### src/rtl/factor_search_12.sv
// Sequential factor search: walks (x, y) pairs with 2 <= x <= y <= 63 in ascending
// order and reports the first pair whose product equals the captured target.
module factor_search_12 (
  input  logic        clk,
  input  logic        rst,
  input  logic        start,
  input  logic [11:0] a,
  output logic        busy,
  output logic        done,
  output logic        found,
  output logic [5:0]  f1,
  output logic [5:0]  f2
);

  typedef enum logic {IDLE, SEARCH} state_t;

  state_t      state_q, state_d;
  logic [5:0]  x_q, x_d;
  logic [5:0]  y_q, y_d;
  logic [11:0] tgt_q, tgt_d;
  logic        busy_q, busy_d;
  logic        done_q, done_d;
  logic        found_q, found_d;
  logic [5:0]  f1_q, f1_d;
  logic [5:0]  f2_q, f2_d;

  logic [11:0] prod;
  logic [11:0] sq;
  logic        x_max;

  // 63*63 = 3969 fits in 12 bits, so neither product can wrap
  assign prod  = {6'd0, x_q} * {6'd0, y_q};
  assign sq    = {6'd0, x_q} * {6'd0, x_q};
  assign x_max = (x_q == 6'd63);

  always_comb begin
    state_d = state_q;
    x_d     = x_q;
    y_d     = y_q;
    tgt_d   = tgt_q;
    busy_d  = busy_q;
    done_d  = 1'b0;
    found_d = found_q;
    f1_d    = f1_q;
    f2_d    = f2_q;

    case (state_q)
      IDLE: begin
        if (start) begin
          tgt_d   = a;
          x_d     = 6'd2;
          y_d     = 6'd2;
          busy_d  = 1'b1;
          found_d = 1'b0;
          f1_d    = 6'd0;
          f2_d    = 6'd0;
          state_d = SEARCH;
        end
      end

      SEARCH: begin
        if (prod == tgt_q) begin
          found_d = 1'b1;
          f1_d    = x_q;
          f2_d    = y_q;
          busy_d  = 1'b0;
          done_d  = 1'b1;
          state_d = IDLE;
        end else if ((sq > tgt_q) || (x_max && ((y_q == 6'd63) || (prod > tgt_q)))) begin
          found_d = 1'b0;
          busy_d  = 1'b0;
          done_d  = 1'b1;
          state_d = IDLE;
        end else if ((prod > tgt_q) || (y_q == 6'd63)) begin
          // Restart the row at y = x so that f1 <= f2 is always preserved
          x_d = x_q + 6'd1;
          y_d = x_q + 6'd1;
        end else begin
          y_d = y_q + 6'd1;
        end
      end

      default: state_d = IDLE;
    endcase
  end

  always_ff @(posedge clk or posedge rst) begin
    if (rst) begin
      state_q <= IDLE;
      x_q     <= 6'd0;
      y_q     <= 6'd0;
      tgt_q   <= 12'd0;
      busy_q  <= 1'b0;
      done_q  <= 1'b0;
      found_q <= 1'b0;
      f1_q    <= 6'd0;
      f2_q    <= 6'd0;
    end else begin
      state_q <= state_d;
      x_q     <= x_d;
      y_q     <= y_d;
      tgt_q   <= tgt_d;
      busy_q  <= busy_d;
      done_q  <= done_d;
      found_q <= found_d;
      f1_q    <= f1_d;
      f2_q    <= f2_d;
    end
  end

  assign busy  = busy_q;
  assign done  = done_q;
  assign found = found_q;
  assign f1    = f1_q;
  assign f2    = f2_q;

endmodule

### config.mk
export PLATFORM = sky130hd
export DESIGN_NAME = factor_search_12
export DESIGN_NICKNAME = d
export VERILOG_FILES = /design/src/rtl/factor_search_12.sv
export SDC_FILE = /design/constraint.sdc
export NUM_CORES = 1
export LEC_CHECK = 0
export CAP_MARGIN = 20
export CORE_MARGIN = 2
export CORE_UTILIZATION = 35
export DETAILED_ROUTE_END_ITERATION = 10
export PLACE_DENSITY = 0.49
export SLEW_MARGIN = 20
export SYNTH_ARGS = -nofsm -noshare
export SYNTH_HDL_FRONTEND = slang
export SYNTH_SLANG_ARGS = --single-unit
### constraint.sdc
create_clock -name clk -period 7.6 [get_ports clk]
set_input_delay 1.52 -clock clk [delete_from_list [all_inputs] [get_ports clk]]
set_output_delay 1.52 -clock clk [all_outputs]
set_load 0.005 [all_outputs]
==> Yosys cells after proc, flatten, opt, wreduce, memory -nomap -nowiden <==
Index checks and enable logic that the tools add are counted.
{ "totals": {"latchBits": 0, "elab_cells": 61, "in_bits": 15, "rom_bits": 0, "ramBits": 0, "out_inout_bits": 15, "register_bits": 40, "memories": 0} }
{ "op_classes": {"shifts": 0, "n_mul": 2, "n_bitwise": 1, "n_mux": 28, "n_reduce_logical": 8, "n_lt_le_gt_ge": 2, "div": 0, "n_eq_ne": 9, "addsub": 2} }
{ "op_table": {"columns": ["op", "n"], "rows": [
  ["$mux W6", 10],
  ["$pmux W6 S2", 4],
  ["$gt A12 B12 Y1", 2],
  ["$mul A6 B6 Y12", 2],
  ["$add A6 B1 Y6 const B", 2],
  ["$eq A12 B12 Y1", 1],
  ["$eq A6 B6 Y1 const B", 2],
  ["$mux W1", 11],
  ["$ne A2 B2 Y1 const B", 3],
  ["$pmux W1 S2", 3],
  ["$reduce_and A2 Y1", 3],
  ["$ne A2 B1 Y1 const B", 2],
  ["$reduce_and A4 Y1", 1],
  ["$ne A3 B1 Y1 const B", 1],
  ["$reduce_and A3 Y1", 1],
  ["$logic_or A1 B1 Y1", 2],
  ["$logic_and A1 B1 Y1", 1],
  ["$not A1 Y1", 1]
]} }

==> Longest topological paths before layout <==
Gate-level depths: netlist of the first run.
{ "depth": {"word_depth": 8, "mapped_depth": 25, "depth_no_buf": 24} }

==> Worst setup path before layout of the first run <==
No wires, ideal clock.
{ "synth_timing": {"path_kind": "reg-to-reg", "startpoint": "register x_q[4]", "endpoint": "register x_q[3]", "path_buffers": 2, "setup_ns": 0.087, "path_slack_ns": 2.049, "period_less_slack_ns": 5.551, "t_required_ns": 7.513, "arrival_ns": 5.464, "path_stages_with_launch": 23, "cell_sequence": "dfrtp_1 -> clkbuf_1 -> clkbuf_1 -> nand2_1 -> fa_1 -> fa_1 -> fa_1 -> inv_1 -> ha_1 -> a21o_1 -> a21oi_1 -> o21bai_1 -> a21oi_1 -> o21ai_0 -> xnor2_1 -> ha_1 -> a21oi_1 -> o21ai_0 -> nor4_1 -> o22ai_1 -> nor3b_4 -> or4b_1 -> o211ai_1"} }
{ "synth_via": {"elab_chain_len": 7, "word_cells_on_any_way": 13, "classes_between": "mul: 2; order compare: 2; eq/ne: 5; reduce/logical: 4"} }
{ "synth_rtl": {"columns": ["item", "line_no", "rtl"], "rows": [
  ["start: declaration", "18", "logic [5:0] x_q, x_d;"],
  ["start signal: assignment", "90", "x_q <= 6'd0;"],
  ["start signal: assignment", "100", "x_q <= x_d;"],
  ["$mul A6 B6 Y12", "32", "assign prod = {6'd0, x_q} * {6'd0, y_q};"],
  ["$gt A12 B12 Y1", "69, 74", null],
  ["$logic_or A1 B1 Y1", "69, 74", null],
  ["$logic_and A1 B1 Y1", "69", "end else if ((sq > tgt_q) || (x_max && ((y_q == 6'd63) || (prod > tgt_q)))) begin"],
  ["$logic_or A1 B1 Y1", "69", null],
  ["$ne A2 B2 Y1 (no source line)", null, null],
  ["$reduce_and A4 Y1 (no source line) (*)", null, null]
]} }
Mark *: on every way between the ends. The rest lies on a longest branch, timed or not.
A chain may end at the register's enable or synchronous reset.

==> Worst setup path in the final report of the first run <==
{ "layout_timing": {"startpoint": "register x_q[3]", "endpoint": "register x_q[3]"} }
{ "layout_via": {"elab_chain_len": 7, "word_cells_on_any_way": 18, "classes_between": "add/sub: 1; mul: 2; order compare: 2; eq/ne: 5; mux: 4; reduce/logical: 4"} }
{ "layout_rtl": {"columns": ["item", "line_no"], "rows": [
  ["$mul A6 B6 Y12", "32"],
  ["$gt A12 B12 Y1", "69, 74"],
  ["$logic_or A1 B1 Y1", "69, 74"],
  ["$logic_and A1 B1 Y1", "69"],
  ["$logic_or A1 B1 Y1", "69"],
  ["$ne A2 B2 Y1 (no source line)", null],
  ["$reduce_and A4 Y1 (no source line)", null]
]} }
Parallel ways exist; a longest one is shown, timed or not. The select of a mux whose other input is x is not followed.

==> results of run 1 <==
layout make-up:
cell class | instances | share of cell area
repair buffers | 32 | 0.06644
inverters | 65 | 0.05182
flip-flops and latches | 40 | 0.2126
clock buffers | 5 | 0.02657
multi-input cells | 357 | 0.5947
clock inverters | 3 | 0.009833
well taps | 143 | 0.03800
flip-flops by register name (all words and copies together) (netlist names):
signal and flops:
busy 1, done 1, f1 6, f2 6, found 1, state_q 1
tgt_q 12, x_q 6, y_q 6
through the flow:
stage / worst slack [ps] / hold WS [ps] / instances / utilization / instance area (um^2)
floorplan: 2050 / 480.9 / 484 / - / 4136
global placement: 1025 / 480.6 / 637 / 0.3956 / 4537
detailed placement: 787.0 / 491.5 / 637 / 0.3956 / 4537
CTS: 757.6 / 506.4 / 645 / 0.4106 / 4708
global route: 286.4 / 536.6 / 645 / 0.4106 / 4708
finish: 749.3 / 497.1 / 645 / 0.4106 / 4708
worst max-delay path: stages, from the launching register on:
cell                       delay [ps]
sky130_fd_sc_hd__dfrtp_1          700
sky130_fd_sc_hd__inv_1            320
sky130_fd_sc_hd__nor2_1           210
sky130_fd_sc_hd__fa_1             410
sky130_fd_sc_hd__inv_1             80
sky130_fd_sc_hd__fa_1             430
sky130_fd_sc_hd__fa_1             560
sky130_fd_sc_hd__inv_1             40
sky130_fd_sc_hd__ha_1             320
sky130_fd_sc_hd__a21oi_1          190
sky130_fd_sc_hd__nor2_1            60
sky130_fd_sc_hd__nor2_1           150
sky130_fd_sc_hd__o21bai_1          90
sky130_fd_sc_hd__a21oi_1          230
sky130_fd_sc_hd__o21ai_0          160
sky130_fd_sc_hd__xnor2_1          160
sky130_fd_sc_hd__ha_1             320
sky130_fd_sc_hd__nand4_1          300
sky130_fd_sc_hd__a211o_1          380
sky130_fd_sc_hd__a31oi_2          610
sky130_fd_sc_hd__nor3b_4          470
sky130_fd_sc_hd__or4b_1           470
sky130_fd_sc_hd__o211ai_1          90
cells by family after synthesis:
group	count (synthesis)	share of synthesized area
mux	5	0.01270
xor+xnor	21	0.04447
flops	40	0.2420
buf+inv	87	0.08106
fa+ha+maj	84	0.2995
simple gates	158	0.1881
compound gates	89	0.1322
metal layers:
layer / vias to the layer above / track usage / routed length, um
met5: - / 0 / 0
met1: 1592 / 0.2415 / 5080
met2: 48 / 0.2735 / 4753
li1: 1638 / - / -
met3: 11 / 0.01875 / 309
met4: 0 / 0.05691 / 192
path summary, 6_finish.rpt:
check	start	end	slack, ps	cells after the start
setup / recovery	x_q[3]$_DFFE_PP0P_	x_q[3]$_DFFE_PP0P_	750	22
hold / removal	f2[3]$_DFFE_PP0P_	f2[3]$_DFFE_PP0P_	500	2
setup reg to reg	x_q[3]$_DFFE_PP0P_	x_q[3]$_DFFE_PP0P_	750	22
hold reg to reg	f2[3]$_DFFE_PP0P_	f2[3]$_DFFE_PP0P_	500	2
max in group asynchronous	rst	y_q[4]$_DFFE_PP0P_	5560	3
min in group asynchronous	rst	f2[1]$_DFFE_PP0P_	1670	3
cells in the final DEF (no fill, tap or decap), types with 4 or more instances in the layout:
| cell | synthesis | routed |
|---|---|---|
| sky130_fd_sc_hd__and2_1 | 24 | 24 |
| sky130_fd_sc_hd__fa_1 | 25 | 25 |
| sky130_fd_sc_hd__nand4_1 | 7 | 7 |
| sky130_fd_sc_hd__nand3_1 | 10 | 10 |
| sky130_fd_sc_hd__a21oi_1 | 21 | 21 |
| sky130_fd_sc_hd__o21bai_1 | 4 | 4 |
| sky130_fd_sc_hd__o211ai_1 | 6 | 6 |
| sky130_fd_sc_hd__ha_1 | 59 | 59 |
| sky130_fd_sc_hd__nor2_1 | 26 | 26 |
| sky130_fd_sc_hd__xnor2_1 | 15 | 15 |
| sky130_fd_sc_hd__xor2_1 | 6 | 6 |
| sky130_fd_sc_hd__nor3_1 | 5 | 5 |
| sky130_fd_sc_hd__clkbuf_16 | 0 | 5 |
| sky130_fd_sc_hd__inv_1 | 65 | 65 |
| sky130_fd_sc_hd__nand2_1 | 66 | 66 |
| sky130_fd_sc_hd__o21ai_0 | 36 | 36 |
| sky130_fd_sc_hd__clkdlybuf4s50_1 | 0 | 29 |
| sky130_fd_sc_hd__dfrtp_1 | 40 | 40 |
==> out/metrics.sh, run 1 <==
DIE_AREA_MM2=0.01270
RSZ_0062_RAISED_AFTER_GLOBAL_ROUTING='no'
DRT-WIRELENGTH-PER-CELL_UM=16.02
DETAIL_ROUTE.ITER0.VIOLATIONS=185
MIN_PERIOD_PS=6851
MULTIINPUTGATEAREA_MM2=0.002800
SYNTH_WARNINGS=0
FINAL-SEQ-AREA_MM2=0.001001
CLOCK_SINKS=40
WORSTHOLDPATHTYPE='flop to flop'
NUMBER_OF_BUFFERS_ADDED_TO_FIX_HOLD_VIOLATIONS_AFTER_CTS=0
ANTENNA_FOUND_INITIAL=0
TIMING.FINAL.CRIT_SHARE=0.9014
DIE_W_UM=112.7
CLKTRANSATPATHREGS_PS=60
YS_SEQ_AREA_FRAC=0.2420
CRIT_END_CATEGORY='flop'
SYNTH.CELLS.MOST_FREQUENT='sky130_fd_sc_hd__nand2_1, sky130_fd_sc_hd__inv_1, sky130_fd_sc_hd__ha_1'
SYN_INST=484
PEAK_FREQ_MHz=146.0
CLOCK-ROOT-BUFFER='sky130_fd_sc_hd__clkbuf_16'
SYNTH.AREA.TOP_CELLS='sky130_fd_sc_hd__dfrtp_1, sky130_fd_sc_hd__ha_1, sky130_fd_sc_hd__fa_1'
REMAINING_NUMBER_OF_NETS_FLAGGED_BY_THE_ANTENNA_CHECK_AFTER_ROUTING=0
OUTCOME='finished clean'
CTS-BUFFERS-INSERTED=5
GR-USAGE-ALL-LAYERS=0.1706
DRT-PASS1-ITER-COUNT=4
GRT_PASS1_VIAS=3288
FINISH.NET_COUNT=600
GP_ROUTABILITY_CONGESTION=0.8289
SYNTH_AREA_MM2=0.004136
PLACE.DETAILED.HPWL_UM=7944
ANTENNA_CELLS=0
NUMBER_OF_SYNTHESIZED_FLOPS_WITH_AN_ENABLE_PIN=0
MAPPEDNETLISTNETS=583
YOSYS.AREA.TOP_TYPE='sky130_fd_sc_hd__dfrtp_1'
DRV_CAP=0
SYN_AREA_PER_CELL_UM2=8.546
WORST-SETUP-PATH-TYPE='flop to flop'
VIA_COUNT=3289
WIRELENGTH_UM=10340
POST_SYNTH_NUM_CELL_TYPES=50
CTS_REPAIR_RESIZE_COUNT=0
SETUP_TNS_PS=0
WORST-ENDPOINT-ARRIVAL_PS=7060
DIE_H_UM=112.7
DRC=0
SYNTH-SEQ-CELLS=40
MAX-SLEW-MARGIN-REL=0.5353
FLOORPLAN.INITIALDENSITY=0.3607
REPORT.FINAL.SETUP_VIOL=0
WORSTSETUPSTARTPOINTTYPE='flop'
COREAREA_MM2=0.01147
CRIT_REQUIRED_PS=7810
SYNTH.TOP_CELL.AREA_SHARE=0.2420
IO_PINS=30
ASYNC_FLOP_SHARE=1.000
AREA.GROWTH.SYNTH_TO_FINAL_PCT=13.82
CLK-INSERTION-DELAY-LATE_PS=290
PLACEMENTROWS=39
CTS_SETUP_BUFFERS=0
WORST-PATH-MAX-FANOUT=18
POST-SYNTH-TOP-COUNT-CELL='sky130_fd_sc_hd__nand2_1'
H-TREE-DEPTH=2
TIMING_WORST_SLEW_PIN_VALUE_PS=694.9
SYNTH_FLOP_CELL='sky130_fd_sc_hd__dfrtp_1'
CLK_PATH_BUF_DEPTH=2
CLOCK_TREE_FROM_TRITONCTS='built'
POST_ROUTE_CELLS_DRIVE_ABOVE_1_SHARE=0.04183
GRT_MAX_DEGREE=41
GRT_FIRST_PASS_WIRELENGTH_UM=17040
GRT_OVERFLOW=0
CLOCK_SKEW_PS=5.613
PLACE.PORT_BUFFERS=29
NFILLCELLS=1160
MAX_SLEW_VIOLATION_COUNT=0
DRT-VIAS-PER-INSTANCE=5.099
TIMING.FINAL.HOLD_VIOLATIONS=0
Power of run 1 is not shown: default switching activity piles up to over one toggle a cycle in this logic, so the estimate is an artifact.
==> inputs of run 2 (changes only) <==
Settings changed: CTS_CLUSTER_DIAMETER set to 200.
==> results of run 2 <==
No change in the layout: final DEF, timing and power equal those of run 1.
Power of run 2 is left out for the same reason.
